[src/rtl/cla_seq_adder.sv]
// rtl/cla_seq_adder.sv - sequential adder resolving CHUNK bits per cycle through a generate/propagate carry chain
module cla_seq_adder #(
    parameter int WIDTH = 32,
    parameter int CHUNK = 8
) (
    input  logic             clk,
    input  logic             rst,
    input  logic             start,
    input  logic [WIDTH-1:0] a,
    input  logic [WIDTH-1:0] b,
    input  logic             c_in,
    output logic             ready,
    output logic             busy,
    output logic             done,
    output logic [WIDTH-1:0] sum,
    output logic             c_out,
    output logic             ovf
);
    localparam int CHUNK_SAFE = (CHUNK < 1) ? 1 : CHUNK;
    localparam int NCHUNK     = WIDTH / CHUNK_SAFE;
    localparam int IDXW       = (NCHUNK > 1) ? $clog2(NCHUNK) : 1;
    localparam logic [WIDTH-1:0] CHUNK_MASK = WIDTH'({CHUNK_SAFE{1'b1}});

    if (CHUNK < 1 || WIDTH < CHUNK || (WIDTH % CHUNK_SAFE) != 0) begin : g_bad_params
        $error("cla_seq_adder: WIDTH must be a nonzero multiple of CHUNK");
    end

    typedef enum logic [1:0] {
        IDLE,
        RUN,
        DONE
    } state_t;

    state_t                state_q;
    state_t                state_d;
    logic                  accept;
    logic                  last_chunk;
    logic [WIDTH-1:0]      a_q;
    logic [WIDTH-1:0]      b_q;
    logic                  cin_q;
    logic [IDXW-1:0]       idx_q;
    logic                  carry_q;
    logic [WIDTH-1:0]      sum_q;
    logic                  c_out_q;
    logic                  ovf_q;

    logic [31:0]           base;
    logic [CHUNK_SAFE-1:0] a_ch;
    logic [CHUNK_SAFE-1:0] b_ch;
    logic [CHUNK_SAFE-1:0] p;
    logic [CHUNK_SAFE-1:0] g;
    logic [CHUNK_SAFE-1:0] s_ch;
    logic [CHUNK_SAFE:0]   c;
    logic [WIDTH-1:0]      sum_d;

    assign last_chunk = (idx_q == IDXW'(NCHUNK - 1));

    always_ff @(posedge clk or posedge rst) begin
        if (rst) begin
            state_q <= IDLE;
        end else begin
            state_q <= state_d;
        end
    end

    always_comb begin
        state_d = state_q;
        ready   = 1'b0;
        busy    = 1'b0;
        done    = 1'b0;
        accept  = 1'b0;
        case (state_q)
            IDLE: begin
                ready = 1'b1;
                if (start) begin
                    accept  = 1'b1;
                    state_d = RUN;
                end
            end
            RUN: begin
                busy = 1'b1;
                if (last_chunk) begin
                    state_d = DONE;
                end
            end
            DONE: begin
                done    = 1'b1;
                state_d = IDLE;
            end
            default: begin
                state_d = IDLE;
            end
        endcase
    end

    // Ripple through the current chunk; chunk 0 takes the latched carry-in.
    always_comb begin
        base  = 32'(idx_q) * 32'(CHUNK_SAFE);
        a_ch  = CHUNK_SAFE'(a_q >> base);
        b_ch  = CHUNK_SAFE'(b_q >> base);
        p     = a_ch ^ b_ch;
        g     = a_ch & b_ch;
        c     = '0;
        s_ch  = '0;
        c[0]  = (idx_q == '0) ? cin_q : carry_q;
        for (int i = 0; i < CHUNK_SAFE; i++) begin
            c[i+1]  = g[i] | (p[i] & c[i]);
            s_ch[i] = p[i] ^ c[i];
        end
        sum_d = (sum_q & ~(CHUNK_MASK << base)) | (WIDTH'(s_ch) << base);
    end

    always_ff @(posedge clk or posedge rst) begin
        if (rst) begin
            a_q     <= '0;
            b_q     <= '0;
            cin_q   <= 1'b0;
            idx_q   <= '0;
            carry_q <= 1'b0;
            sum_q   <= '0;
            c_out_q <= 1'b0;
            ovf_q   <= 1'b0;
        end else if (accept) begin
            a_q     <= a;
            b_q     <= b;
            cin_q   <= c_in;
            idx_q   <= '0;
            carry_q <= 1'b0;
            sum_q   <= '0;
            c_out_q <= 1'b0;
            ovf_q   <= 1'b0;
        end else if (state_q == RUN) begin
            sum_q   <= sum_d;
            carry_q <= c[CHUNK_SAFE];
            idx_q   <= idx_q + IDXW'(1);
            if (last_chunk) begin
                c_out_q <= c[CHUNK_SAFE];
                ovf_q   <= c[CHUNK_SAFE-1] ^ c[CHUNK_SAFE];
            end
        end
    end

    assign sum   = sum_q;
    assign c_out = c_out_q;
    assign ovf   = ovf_q;

endmodule

[config.mk]
export PLATFORM = sky130hd
export DESIGN_NAME = cla_seq_adder
export DESIGN_NICKNAME = d
export VERILOG_FILES = /design/src/rtl/cla_seq_adder.sv
export SDC_FILE = /design/constraint.sdc
export NUM_CORES = 1
export LEC_CHECK = 0
export BUFFER_PORTS_ARGS = -buffer_cell sky130_fd_sc_hd__buf_2
export CORE_UTILIZATION = 51
export CTS_BUF_LIST = sky130_fd_sc_hd__clkbuf_2
export DETAILED_ROUTE_END_ITERATION = 10
export PLACE_DENSITY = 0.9
export RECOVER_POWER = 50
export SLEW_MARGIN = 30
export SYNTH_ARGS = -nofsm -noshare
export SYNTH_HDL_FRONTEND = slang
export SYNTH_SLANG_ARGS = --single-unit
[constraint.sdc]
create_clock -name clk -period 5.1 [get_ports clk]
set_clock_uncertainty 0.05 [all_clocks]
set_input_delay 1.275 -clock clk [delete_from_list [all_inputs] [get_ports clk]]
set_output_delay 1.275 -clock clk [all_outputs]
set_load 0.1 [all_outputs]
* Word level (Yosys, flattened, before mapping)
Index checks and enable logic that the tools add are counted.
** Storage, ports and cells
- Flip-flop bits (word level) :: 104
- Input port bits :: 68
** Operators by class
- $add $sub $neg :: 1
- Equality and inequality tests :: 5
- Shift operators :: 4
- Mux-type cells :: 21
- Bitwise operators :: 30
- Reductions and logical operators :: 6
** Operators with widths (count)
- $mux 32 :: 2
- $shr 32x5->8 :: 2
- $and 32x32->32 :: 1
- $not 32->32 :: 1
- $or 32x32->32 :: 1
- $shl 8x5->32 :: 1
- $shl 8x5->32 const A :: 1
- $mux 1 :: 14
- $xor 1x1->1 :: 9
- $and 1x1->1 :: 8
- $and 8x8->8 :: 1
- $mux 2 :: 4
- $or 1x1->1 :: 8
- $xor 8x8->8 :: 1
- $eq 2x2->1 const B :: 2
- $logic_not 2->1 :: 2
- $ne 2x2->1 const B :: 2
- $pmux 2 s2 :: 1
- $reduce_and 2->1 :: 2
- $reduce_bool 2->1 :: 2
- $add 2x1->2 const B :: 1
- $eq 2x1->1 const B :: 1

* Depth between registers and ports, before layout
- Depth after elaboration :: 22
- Mapped depth :: 14
- Depth with buffers taken out :: 13

* Worst setup path before layout
OpenSTA, ideal clock, no wires.
- Path type :: register to register
- Start :: reg idx_q[0]
- End :: reg c_out_q, in the netlist c_out
- Arrival :: 4.689 ns
- Required time :: 4.972 ns
- Slack :: 0.282 ns
- Stages on the path, launching flop included :: 15
- Period minus slack after synthesis :: 4.818 ns
- Cell sequence :: dfrtp_1 -> buf_2 -> inv_1 -> ha_1 -> mux2i_1 -> fa_1 -> fa_1 -> fa_1 -> fa_1 -> fa_1 -> fa_1 -> fa_1 -> fa_1 -> or3_1 -> a21oi_1
** On the way
- Longest elaborated chain between the ends :: 21
** RTL lines
- start, declared :: line 41 : logic [IDXW-1:0] idx_q;
- start signal, assigned :: line 135 : idx_q <= idx_q + IDXW'(1);
- $shr 32x5->8 (tied with other cells) :: line 99 : a_ch = CHUNK_SAFE'(a_q >> base);
- $xor 8x8->8 / $mux 1 (equally long branches) :: line 101, 105
- $and 1x1->1 :: line 107 : c[i+1] = g[i] | (p[i] & c[i]);
- $or 1x1->1 :: line 107
- $and 1x1->1 :: line 107
- $or 1x1->1 :: line 107
- $and 1x1->1 :: line 107
- $or 1x1->1 :: line 107
- [... 5 more ...]
- $or 1x1->1 :: line 107
- $and 1x1->1 :: line 107
- $or 1x1->1 :: line 107
- $and 1x1->1 :: line 107
- $or 1x1->1 :: line 107
- $mux 1 :: line 136 : if (last_chunk) begin
- $mux 1 :: line 132 : end else if (state_q == RUN) begin
- $mux 1 :: line 123 : end else if (accept) begin
- end signal, assigned :: line 137 : c_out_q <= c[CHUNK_SAFE];
- end, declared :: line 44 : logic c_out_q;
Parallel ways exist; a longest one is shown, timed or not. The select of a mux whose other input is x is not followed.
A chain may end at the register's enable or synchronous reset.

* Worst setup path after layout
Ends and elaborated chain as after synthesis.

==> flow_summary.ini <==
[run_status]
status = finished with violations
violations = max-capacitance violations, max-slew violations

[worst_setup_path]
arrival_ps = 5340
cp_common_cell = fa_1
cp_slowest_cell = dfrtp_2
crit_chain = inv_1 > ha_1 > mux2i_1 > fa_1 > fa_1 > fa_1 > fa_1 > fa_1 > fa_1 > fa_1 > fa_1 > or3_1 > a21oi_1
critPathKind = flip-flop to flip-flop
endpoint_kind = flip-flop
crit_required_ps = 5570
critPathMaxFanout = 6
cp-start-kind = flip-flop
max_stage_delay_ps = 490

[logic_synthesis]
netlist_area_um2 = 4650
syn-num-nets = 381
netlist_instances = 301
postSynth.asyncResetShare_pct = 100
synth_cell_types = 30
synth_top_cell_area_share_pct = 56.0
synth_top_cells_by_count = dfrtp_1 (104), mux2_2 (59), o2bb2ai_1 (32)
syn_area_per_cell_um2 = 15.4
seq_area_frac_synth_pct = 56.0
ys.warnings.count = 0
yosysTopAreaCell = dfrtp_1
ys.flop_type = dfrtp_1
synth_area_leaders = dfrtp_1 (56%), mux2_2 (14%), mux4_2 (7.8%)
synth-seq-cells = 104
synth-edff-count = 0
synth_most_common_cell = dfrtp_1

[detailed_routing]
drt_first_pass_iters = 4
via_per_inst = 5.61
ant_nets = 0
wl_mm = 9.64
drc_errors = 0
vias = 2913
routedWlPerCell_um = 18.6
drt_iter0_drc = 139

[die]
core_area_um2 = 8760
ios = 105
start_util_pct = 53.0
fp.dieW_um = 97.5
rows = 34
dieHeight_um = 97.5
die_area_um2 = 9500

[cells_and_area]
final_util_pct = 60.7
syn2layout_area_growth_pct = 14.4
nFillCells = 685
drive_gt1_share_pct = 51.8
fin_nets = 486
antenna_cells = 0

[clock_tree]
cts_tree = built
clk_latency_ps = 600
clock_sink_count = 104
h-tree-depth = 3
clock_path_buffers = 2
cts-root-buf = clkbuf_2
clkTransAtPathRegs_ps = 330
numCtsBuffers = 9

[timing]
slew-limit-headroom_pct = -96.1
tightestPinTransition_ps = 2920
worst_slack_ps = 226
timing.setup.tns_ps = 0
setup_viol = 0
rsz0062_at_grt = no
period_needed_ps = 4870
fmax_mhz = 205
fin_crit_sh_pct = 95.6
final_hold_viol_count = 0
drv_slew = 150

[hold_path]
hold_class = flip-flop to flip-flop

[grt]
grt_pass1_vias = 3091
antenna_found_initial = 0
grt_usage_pct = 21.7
grt_pass1_wl_mm = 15.8
grt_overflow_total = 0
grt_max_degree = 71

[placement]
gp_congestion = 0.873
place_hpwl_mm = 7.35
portBuffers = 104
preCtsSetupSlack_ps = 219

[flow_run]
maxCapViolations = 3
## cell usage in the layout (no fill, tap or decap), types with 2 or more instances in the layout
| cell type | instances |
|---|---|
| a21o_1 | 4 |
| a21oi_1 | 2 |
| buf_2 | 103 |
| buf_4 | 6 |
| clkbuf_1 | 3 |
| clkbuf_2 | 9 |
| clkinv_2 | 2 |
| dfrtp_1 | 103 |
| fa_1 | 8 |
| ha_1 | 4 |
| inv_1 | 19 |
| inv_6 | 4 |
| mux2_2 | 59 |
| mux2_4 | 5 |
| mux4_2 | 16 |
| nand2_1 | 6 |
| nand2b_1 | 2 |
| nand3_2 | 4 |
| nor2_1 | 3 |
| o21ai_0 | 3 |
| o22ai_1 | 2 |
| o2bb2ai_1 | 32 |
## state kept, by name, summed over array words and instances, names as in the netlist
name     flops
a_q         32
b_q         32
c_out        1
carry_q      1
cin_q        1
idx_q        2
ovf          1
state_q      2
sum         32
## metrics by stage
stage	hold WS, ps	instance area [µm²]	instances
global placement	417	5230	502
detailed placement	420	5250	503
finish	478	5320	519
CTS	479	5350	519
floorplan	425	4650	301
global route	485	5320	519
## final cells by class
type / count / area (µm²) / area share [%]
clock inverter: 7 / 58.8 / 1.11
clock buffer: 9 / 45.0 / 0.847
sequential: 104 / 2600 / 49.0
tap: 108 / 135 / 2.54
inverter: 21 / 81.3 / 1.53
timing repair buffer: 112 / 572 / 10.8
multi-input combinational: 158 / 1820 / 34.3
## what timing repair did
item | in CTS | in global routing
endpoints found under the setup margin | 0 | 1
buffers inserted | 0 | 0
gates resized for setup | 0 | 1
hold buffers | 0 | 0
## metal layers
metal	vias to the layer above	track usage [%]	share of wire (%)
li1	1291	-	-
met1	1493	28.4	42
met2	114	36.1	50
met3	15	5.18	7.0
met4	0	6.56	1.6
met5	-	0	0
## critical path, delay by kind of cell, from the launching register on
family	cells	cell delay (ps)
AOI/OAI and AO/OA	1	120
adders and majority gates	9	3540
buffers and inverters	1	120
DFF	1	490
muxes	1	150
and+or+nand+nor	1	360
## final timing paths
kind                       cells after the start  slack, ps       end     start
max                                           13        230     c_out  idx_q[0]
min                                            1        480   sum[18]   sum[18]
max reg2reg                                   13        230     c_out  idx_q[0]
min reg2reg                                    1        480   sum[18]   sum[18]
max in group asynchronous                      3        950  idx_q[0]       rst
min in group asynchronous                      2       1410    b_q[1]       rst
## logic make-up after synthesis
logic type	Yosys count	synth area share, %
muxes	82	24.2
AOI/OAI and AO/OA	45	7.81
buffers and inverters	39	4.58
DFF	104	56.0
adders and majority gates	12	4.52
xor gates and xnor gates	1	0.188
and+or+nand+nor	18	2.72
Power is not shown: default switching activity piles up to over one toggle a cycle in this logic, so the estimate is an artifact.
